## config.mk

```make
export PLATFORM = sky130hd
export DESIGN_NAME = axi_llc_tag_sram_ctrl
export DESIGN_NICKNAME = d
export VERILOG_FILES = /design/src/rtl/axi_llc_tag_sram_ctrl.sv
export SDC_FILE = /design/constraint.sdc
export NUM_CORES = 1
export LEC_CHECK = 0
export CORE_AREA = 2 2 225 227
export CTS_BUF_LIST = sky130_fd_sc_hd__clkbuf_16
export DETAILED_ROUTE_END_ITERATION = 8
export DIE_AREA = 0 0 227 229
export GPL_TIMING_DRIVEN = 0
export SLEW_MARGIN = 20
export SYNTH_ARGS = -nofsm -noshare
export SYNTH_HDL_FRONTEND = slang
export SYNTH_SLANG_ARGS = --single-unit
```

## constraint.sdc

```tcl
create_clock -name clk_i -period 2.9 [get_ports clk_i]
set_input_delay 0.58 -clock clk_i [delete_from_list [all_inputs] [get_ports clk_i]]
set_output_delay 0.58 -clock clk_i [all_outputs]
set_load 0.02 [all_outputs]
```

## src/rtl/axi_llc_tag_sram_ctrl.sv

```systemverilog
// -----------------------------------------------------------------------------
// axi_llc_tag_sram_ctrl
//
// Front end for the LLC tag SRAM. After every reset, and on request, it sweeps
// the whole tag array and clears it to zero. Once the sweep is finished it
// forwards single-cycle lookups (reads or byte-masked writes) to the SRAM and
// returns read data Latency cycles later.
//
// Ports
//   clk_i, rst_ni      clock (rising edge), asynchronous active-low reset
//   init_req_i         one-cycle request to clear the tag array again
//   init_busy_o        a clear sweep is pending or in progress
//   init_done_o        one-cycle pulse in the first serve cycle after a sweep
//   lu_valid_i/ready_o lookup handshake
//   lu_we_i, lu_addr_i, lu_wdata_i, lu_be_i  lookup payload
//   rsp_valid_o        read response strobe (no backpressure)
//   rsp_rdata_o        read response data
//   sram_*             SRAM macro request side, sram_rdata_i read data
// -----------------------------------------------------------------------------
module axi_llc_tag_sram_ctrl #(
  parameter int unsigned NumWords  = 1024,
  parameter int unsigned DataWidth = 128,
  parameter int unsigned ByteWidth = 8,
  parameter int unsigned Latency   = 1,
  localparam int unsigned AddrWidth = (NumWords > 1) ? $clog2(NumWords) : 1,
  localparam int unsigned BeWidth   = (DataWidth + ByteWidth - 1) / ByteWidth
) (
  input  logic                 clk_i,
  input  logic                 rst_ni,
  input  logic                 init_req_i,
  output logic                 init_busy_o,
  output logic                 init_done_o,
  input  logic                 lu_valid_i,
  output logic                 lu_ready_o,
  input  logic                 lu_we_i,
  input  logic [AddrWidth-1:0] lu_addr_i,
  input  logic [DataWidth-1:0] lu_wdata_i,
  input  logic [BeWidth-1:0]   lu_be_i,
  output logic                 rsp_valid_o,
  output logic [DataWidth-1:0] rsp_rdata_o,
  output logic                 sram_req_o,
  output logic                 sram_we_o,
  output logic [AddrWidth-1:0] sram_addr_o,
  output logic [DataWidth-1:0] sram_wdata_o,
  output logic [BeWidth-1:0]   sram_be_o,
  input  logic [DataWidth-1:0] sram_rdata_i
);

  typedef enum logic [1:0] {
    START = 2'd0,
    INIT  = 2'd1,
    SERVE = 2'd2
  } state_e;

  localparam logic [AddrWidth-1:0] CntLast = AddrWidth'(NumWords - 1);
  localparam logic [AddrWidth-1:0] CntOne  = AddrWidth'(1);

  state_e               r_state;
  state_e               w_next_state;
  logic [AddrWidth-1:0] r_cnt;
  logic [AddrWidth-1:0] w_next_cnt;
  logic                 r_done;
  logic [Latency-1:0]   r_rsp_sr;
  logic                 w_accept;
  logic                 w_rd_accept;
  logic                 w_sweep_last;

  assign w_sweep_last = (r_cnt == CntLast);
  assign w_accept     = lu_valid_i && lu_ready_o;
  assign w_rd_accept  = w_accept && !lu_we_i;

  // State, sweep counter and done pulse registers
  always_ff @(posedge clk_i or negedge rst_ni) begin
    if (!rst_ni) begin
      r_state <= START;
      r_cnt   <= '0;
      r_done  <= 1'b0;
    end else begin
      r_state <= w_next_state;
      r_cnt   <= w_next_cnt;
      // The last sweep write makes the following cycle the first serve cycle
      r_done  <= (r_state == INIT) && w_sweep_last;
    end
  end

  // Next-state logic and SRAM / handshake outputs
  always_comb begin
    w_next_state = r_state;
    w_next_cnt   = r_cnt;
    init_busy_o  = 1'b1;
    lu_ready_o   = 1'b0;
    sram_req_o   = 1'b0;
    sram_we_o    = lu_we_i;
    sram_addr_o  = lu_addr_i;
    sram_wdata_o = lu_wdata_i;
    sram_be_o    = lu_be_i;
    case (r_state)
      START: begin
        w_next_state = INIT;
        w_next_cnt   = '0;
      end
      INIT: begin
        sram_req_o   = 1'b1;
        sram_we_o    = 1'b1;
        sram_addr_o  = r_cnt;
        sram_wdata_o = '0;
        sram_be_o    = '1;
        if (w_sweep_last) begin
          w_next_state = SERVE;
          w_next_cnt   = '0;
        end else begin
          w_next_cnt   = r_cnt + CntOne;
        end
      end
      SERVE: begin
        init_busy_o = 1'b0;
        // A re-init request wins over a lookup presented in the same cycle
        lu_ready_o  = !init_req_i;
        if (init_req_i) begin
          w_next_state = INIT;
          w_next_cnt   = '0;
        end else if (lu_valid_i) begin
          sram_req_o   = 1'b1;
        end else begin
          sram_req_o   = 1'b0;
        end
      end
      default: begin
        w_next_state = START;
        w_next_cnt   = '0;
      end
    endcase
  end

  // Read-response valid pipeline, one stage per cycle of SRAM latency
  always_ff @(posedge clk_i or negedge rst_ni) begin
    if (!rst_ni) begin
      r_rsp_sr <= '0;
    end else begin
      for (int i = Latency - 1; i > 0; i--) begin
        r_rsp_sr[i] <= r_rsp_sr[i-1];
      end
      r_rsp_sr[0] <= w_rd_accept;
    end
  end

  assign init_done_o = r_done;
  assign rsp_valid_o = r_rsp_sr[Latency-1];
  assign rsp_rdata_o = sram_rdata_i;

  axi_llc_tag_sram_ctrl_chk #(
    .NumWords  (NumWords),
    .AddrWidth (AddrWidth),
    .DataWidth (DataWidth),
    .BeWidth   (BeWidth)
  ) u_chk (
    .clk_i      (clk_i),
    .rst_ni     (rst_ni),
    .lu_valid_i (lu_valid_i),
    .lu_ready_i (lu_ready_o),
    .lu_we_i    (lu_we_i),
    .lu_addr_i  (lu_addr_i),
    .lu_wdata_i (lu_wdata_i),
    .lu_be_i    (lu_be_i)
  );

endmodule

// -----------------------------------------------------------------------------
// axi_llc_tag_sram_ctrl_chk
//
// Simulation checks on the lookup requester: a stalled lookup must be held
// stable until accepted, and addresses must lie inside the tag array.
// Ports mirror the lookup interface of axi_llc_tag_sram_ctrl (ready as input).
// -----------------------------------------------------------------------------
module axi_llc_tag_sram_ctrl_chk #(
  parameter int unsigned NumWords  = 1024,
  parameter int unsigned AddrWidth = 10,
  parameter int unsigned DataWidth = 128,
  parameter int unsigned BeWidth   = 16
) (
  input  logic                 clk_i,
  input  logic                 rst_ni,
  input  logic                 lu_valid_i,
  input  logic                 lu_ready_i,
  input  logic                 lu_we_i,
  input  logic [AddrWidth-1:0] lu_addr_i,
  input  logic [DataWidth-1:0] lu_wdata_i,
  input  logic [BeWidth-1:0]   lu_be_i
);

  logic                 r_pend;
  logic                 r_we;
  logic [AddrWidth-1:0] r_addr;
  logic [DataWidth-1:0] r_wdata;
  logic [BeWidth-1:0]   r_be;

  // Remember a lookup that was presented but not accepted
  always_ff @(posedge clk_i or negedge rst_ni) begin
    if (!rst_ni) begin
      r_pend  <= 1'b0;
      r_we    <= 1'b0;
      r_addr  <= '0;
      r_wdata <= '0;
      r_be    <= '0;
    end else begin
      r_pend  <= lu_valid_i && !lu_ready_i;
      r_we    <= lu_we_i;
      r_addr  <= lu_addr_i;
      r_wdata <= lu_wdata_i;
      r_be    <= lu_be_i;
    end
  end

  // Requester protocol checks
  always @(posedge clk_i) begin
    if (rst_ni && r_pend) begin
      assert (lu_valid_i && (lu_we_i == r_we) && (lu_addr_i == r_addr) &&
              (lu_wdata_i == r_wdata) && (lu_be_i == r_be));
    end
    if (rst_ni && lu_valid_i) begin
      assert (32'(lu_addr_i) < NumWords);
    end
  end

endmodule

```

-- Word level (Yosys, flattened, before mapping)
Index checks and enable logic that the tools add are counted.
Widths: inputs -> output; s select.
- add/sub/neg operators: 1
- multipliers: 0
- divide/modulo/power cells: 0
- order comparisons: 0
- eq/ne operators: 5
- shift-type cells: 0
- multiplexer cells: 15
- bitwise logic cells: 0
- reductions and logical operators: 7
- operators by type and width (cell ; count):
    $mux 128 ; 1
    $mux 10 ; 3
    $pmux 10 s2 ; 1
    $mux 16 ; 1
    $add 10x1->10 const B ; 1
    $eq 10x10->1 const B ; 1
    $pmux 2 s3 ; 1
    $mux 1 ; 5
    $mux 2 ; 2
    $ne 2x2->1 const B ; 2
    $logic_and 1x1->1 ; 3
    $eq 2x1->1 const B ; 1
    $eq 2x2->1 const B ; 1
    $logic_not 1->1 ; 2
    $logic_not 2->1 ; 1
    $pmux 1 s2 ; 1
    $reduce_and 2->1 ; 1
- register bits: 14
- latch bits: 0
- bits in writable memories: 0
- bits in read-only memories: 0
- input port bits: 287
- output and inout bits: 288
- logic and storage cells: 32
- memories kept: 0

-- Depth between registers and ports, before layout
- depth after elaboration: 4
- gate-level depth with buffers: 8
- mapped depth without buffers: 7

-- Worst setup path before layout
Ideal clock, no wire load.
- kind: reg2out
- from: register r_state[0]
- to: output port sram_req_o
- arrival time: 1743 ps
- required time: 2320 ps
- slack: 577 ps
- cell stages (with the launch flop): 8
- buffers on the path: 1
- cell sequence: dfrtp_1 -> inv_1 -> ha_1 -> nand2b_2 -> inv_2 -> buf_2 -> nand2_1 -> a21boi_0
- cells in the longest elaborated chain, start to end: 2
- elaborated cells on any way between the ends: 3
- classes of those cells: 2 x eq/ne; 1 x mux
- ends and longest elaborated chain (what ; line ; text):
    from (decl) ; 58 ; state_e r_state;
    from (signal assigned) ; 79 ; r_state <= w_next_state;
    $eq 2x2->1 / $eq 2x1->1 (equally long branches) ; 97 ; case (r_state)
    $pmux 1 s2 (*) ; 97 ;
    to (decl) ; 41 ; output logic sram_req_o,
Mark *: on every way between the ends. The rest lies on a longest branch, timed or not.

-- Final worst setup path
- from: register r_state[1]
- to: output port sram_wdata_o[120]
- cells in the longest elaborated chain, start to end: 2
- ends and longest elaborated chain (what ; line ; text):
    $eq 2x1->1 ; 97 ;
    $mux 128 ; 97 ;
    to (decl) ; 44 ; output logic [DataWidth-1:0] sram_wdata_o,
Every way passes these cells.

==> out/results.tsv <==
metric	value	unit
largest net degree at the start of global routing	15	
Combinational Power Share	88.3	%
CTS tree	yes	
Rows	82	
critical path class	flop to primary output	
# nets final	1118	
Sw Share	48.9	%
metal3 WL	1780	um
Root Driver	clkbuf_16	
Distinct cells, synth	37	
IO Port Bufs	446	
FF+latch count, synth	14	
P&R area growth vs syn	194	%
Routed met1 length	6540	um
final hold viol count	0	
setup slack at placement	-859	ps
f_max	0.357	GHz
Post-Syn Nets	669	
post-synthesis cell area	0.00281	mm2
Required @ worst endpoint	2320	ps
initial antenna violation count	1	
fin crit share	96.7	%
internal power	2240	uW
RSZ-0062 raised after global routing	false	
vias in the first global route	4232	
clk sink count	14	
GR Util All Layers	6.29	%
Worst Setup Slack, final	96.2	ps
grt ovf	0	
post-synth top area share	34.2	%
iteration-0 DRC count of the detailed router	55	
crit path DAT	2220	ps
io pins	575	
slew margin rel.	52.0	%
H-tree levels	1	
first-pass GRT wire length	24900	um
Horiz. Die Dim	227	um
Seq/Total Area, Yosys	12.5	%
Initial Utilization	5.66	%
# Max-Cap Violations	0	
clk_lat worst skew	240	ps
1st-pass router iterations	6	
Flop pwr share	5.8	%
Leakage	0.00342	uW
Critical Path Fanout Max	10	
status	completed	
Die H	229	um
Clock Pin Slew Worst Setup and Hold Paths	50	ps
area leader, netlist	buf_4	
Power Density	529	mW/mm2
met2 WL post-DR	10300	um
top post-synthesis cells by area	buf_4 (34%), nor2b_1 (28%), dfrtp_1 (12%), mux2_2 (4.0%), or2_2 (3.8%)	
TNS Setup	0	ps
Crit. End Element	primary output	
critical path launch point type	flop	
Worst Hold Class	flop to flop	
DRC errors left	0	
post-route ant nets	0	
hold_buf cts	0	
EDFF count, synth	0	
via count	4064	
cells after synthesis	377	
CTS max path bufs	2	
drt total wl	18800	um
Final Max Slew Viols	0	
Clock Skew	5.98	ps
Avg WL per Cell	12.6	um
RePlAce Congestion	0.778	
Tightest Pin Transition	717	ps
top_reg_cell synth	dfrtp_1	
share of cells above drive strength 1	22.1	%
Placeable Area	0.0497	mm2
Avg Cell Area, Syn	7.46	um2
Async S/R FF share, synth	100	%
Die ar.	0.0520	mm2
final critical-path required period	2800	ps
max layer used	met4	
total net switching power	2140	uW
HPWL after DPL	17000	um
post-DR vias/cell	2.71	
Yosys warning count	0	
final core occ	16.7	%
worst ir drop on vdd	291	uV
CTS buffer count	3	
Antenna diodes	0	
Clk pwr share	6.0	%
setup violators final	0	
==> flip-flops by register name, summed over array words and instances, names as in the netlist <==
| register | count |
|---|---|
| init_done_o | 1 |
| rsp_valid_o | 1 |
| r_cnt | 10 |
| r_state | 2 |
==> per-layer routing <==
metal  global-route usage (%)  vias to the layer above
li1                         -                     1938
met1                     6.36                     1799
met2                     13.1                      318
met3                     1.22                        9
met4                    0.960                        0
met5                        0                        -
==> cell type report <==
| cell class | instances | area, um2 |
|---|---|---|
| Buffer | 145 | 1050 |
| Inverter | 6 | 22.5 |
| Fill cell | 5651 | 41400 |
| Multi-Input combinational cell | 210 | 1420 |
| Timing Repair Buffer | 446 | 4510 |
| Clock inverter | 1 | 3.75 |
| Sequential cell | 14 | 350 |
| Clock buffer | 3 | 75.1 |
| Tap cell | 672 | 841 |
==> synthesized netlist by cell type, types with 3 or more instances <==
| cell | n |
|---|---|
| buf_4 | 128 |
| nor2b_1 | 128 |
| nand3_1 | 4 |
| nor4_1 | 3 |
| clkbuf_1 | 17 |
| or2_2 | 17 |
| nand2_1 | 9 |
| dfrtp_1 | 14 |
| ha_1 | 5 |
| o21ai_0 | 5 |
| nor2_1 | 3 |
| mux2_2 | 10 |
| inv_1 | 5 |
==> final timing paths <==
check	to	slack, ps	start	depth (start not counted)
max reg2reg	r_cnt[7]$_DFFE_PN0P_	930	r_state[0]$_DFFE_PN0P_	7
min reg2reg	r_cnt[6]$_DFFE_PN0P_	560	r_cnt[6]$_DFFE_PN0P_	1
max in group asynchronous	r_cnt[1]$_DFFE_PN0P_	1680	rst_ni	1
min	r_cnt[6]$_DFFE_PN0P_	560	r_cnt[6]$_DFFE_PN0P_	1
min in group asynchronous	r_state[1]$_DFFE_PN0P_	770	rst_ni	1
max	sram_wdata_o[120]	100	r_state[1]$_DFFE_PN0P_	6
==> through the flow <==
stage	power, uW	std cells	hold slack, ps	instance area, um2
floorplan	2130	377	284	2810
global placement	4150	1495	549	8120
detailed placement	4170	1495	553	8120
CTS	4480	1498	561	8230
global route	4630	1497	595	8280
finish	4380	1497	558	8280
==> layout by cell type, fill, tap and decap left out, types with 5 or more instances in the layout <==
cell,instances
clkdlybuf4s50_1,416
buf_4,129
nor2b_1,128
dlymetal6s2s_1,22
or2_2,17
dfrtp_1,14
clkbuf_2,12
mux2_2,10
nand2_1,9
dlygate4sd2_1,7
inv_1,5
o21ai_0,5
==> power by group through the flow <==
| stage | combinational (uW) | clock (uW) | sequential [uW] |
|---|---|---|---|
| global placement | 3890 | 0 | 251 |
| finish | 3870 | 262 | 253 |
| floorplan | 1890 | 0 | 240 |
| detailed placement | 3910 | 0 | 252 |
| global route | 4100 | 277 | 258 |
| CTS | 3960 | 267 | 253 |
==> timing repair <==
action                                  in CTS  in global routing
gates resized for setup                     30                 23
endpoints found under the setup margin     156                 29
setup buffers                                0                  0
endpoints found under the hold margin        0                  0
==> worst max-delay path: stages (launching register included) <==
cell	delay, ps
dfrtp_1	370
inv_1	110
ha_4	220
clkbuf_8	200
clkbuf_2	210
nor2b_1	200
clkdlybuf4s50_1	640
==> cells by family after synthesis <==
family	share of synthesized area [%]
xor gates and xnor gates	0.935
AOI/OAI and AO/OA	4.05
DFF	12.5
muxes	4.36
and+or+nand+nor	38.4
buffers and inverters	37.6
adders and majority gates	2.23
Power figures use the tool's default switching activity.
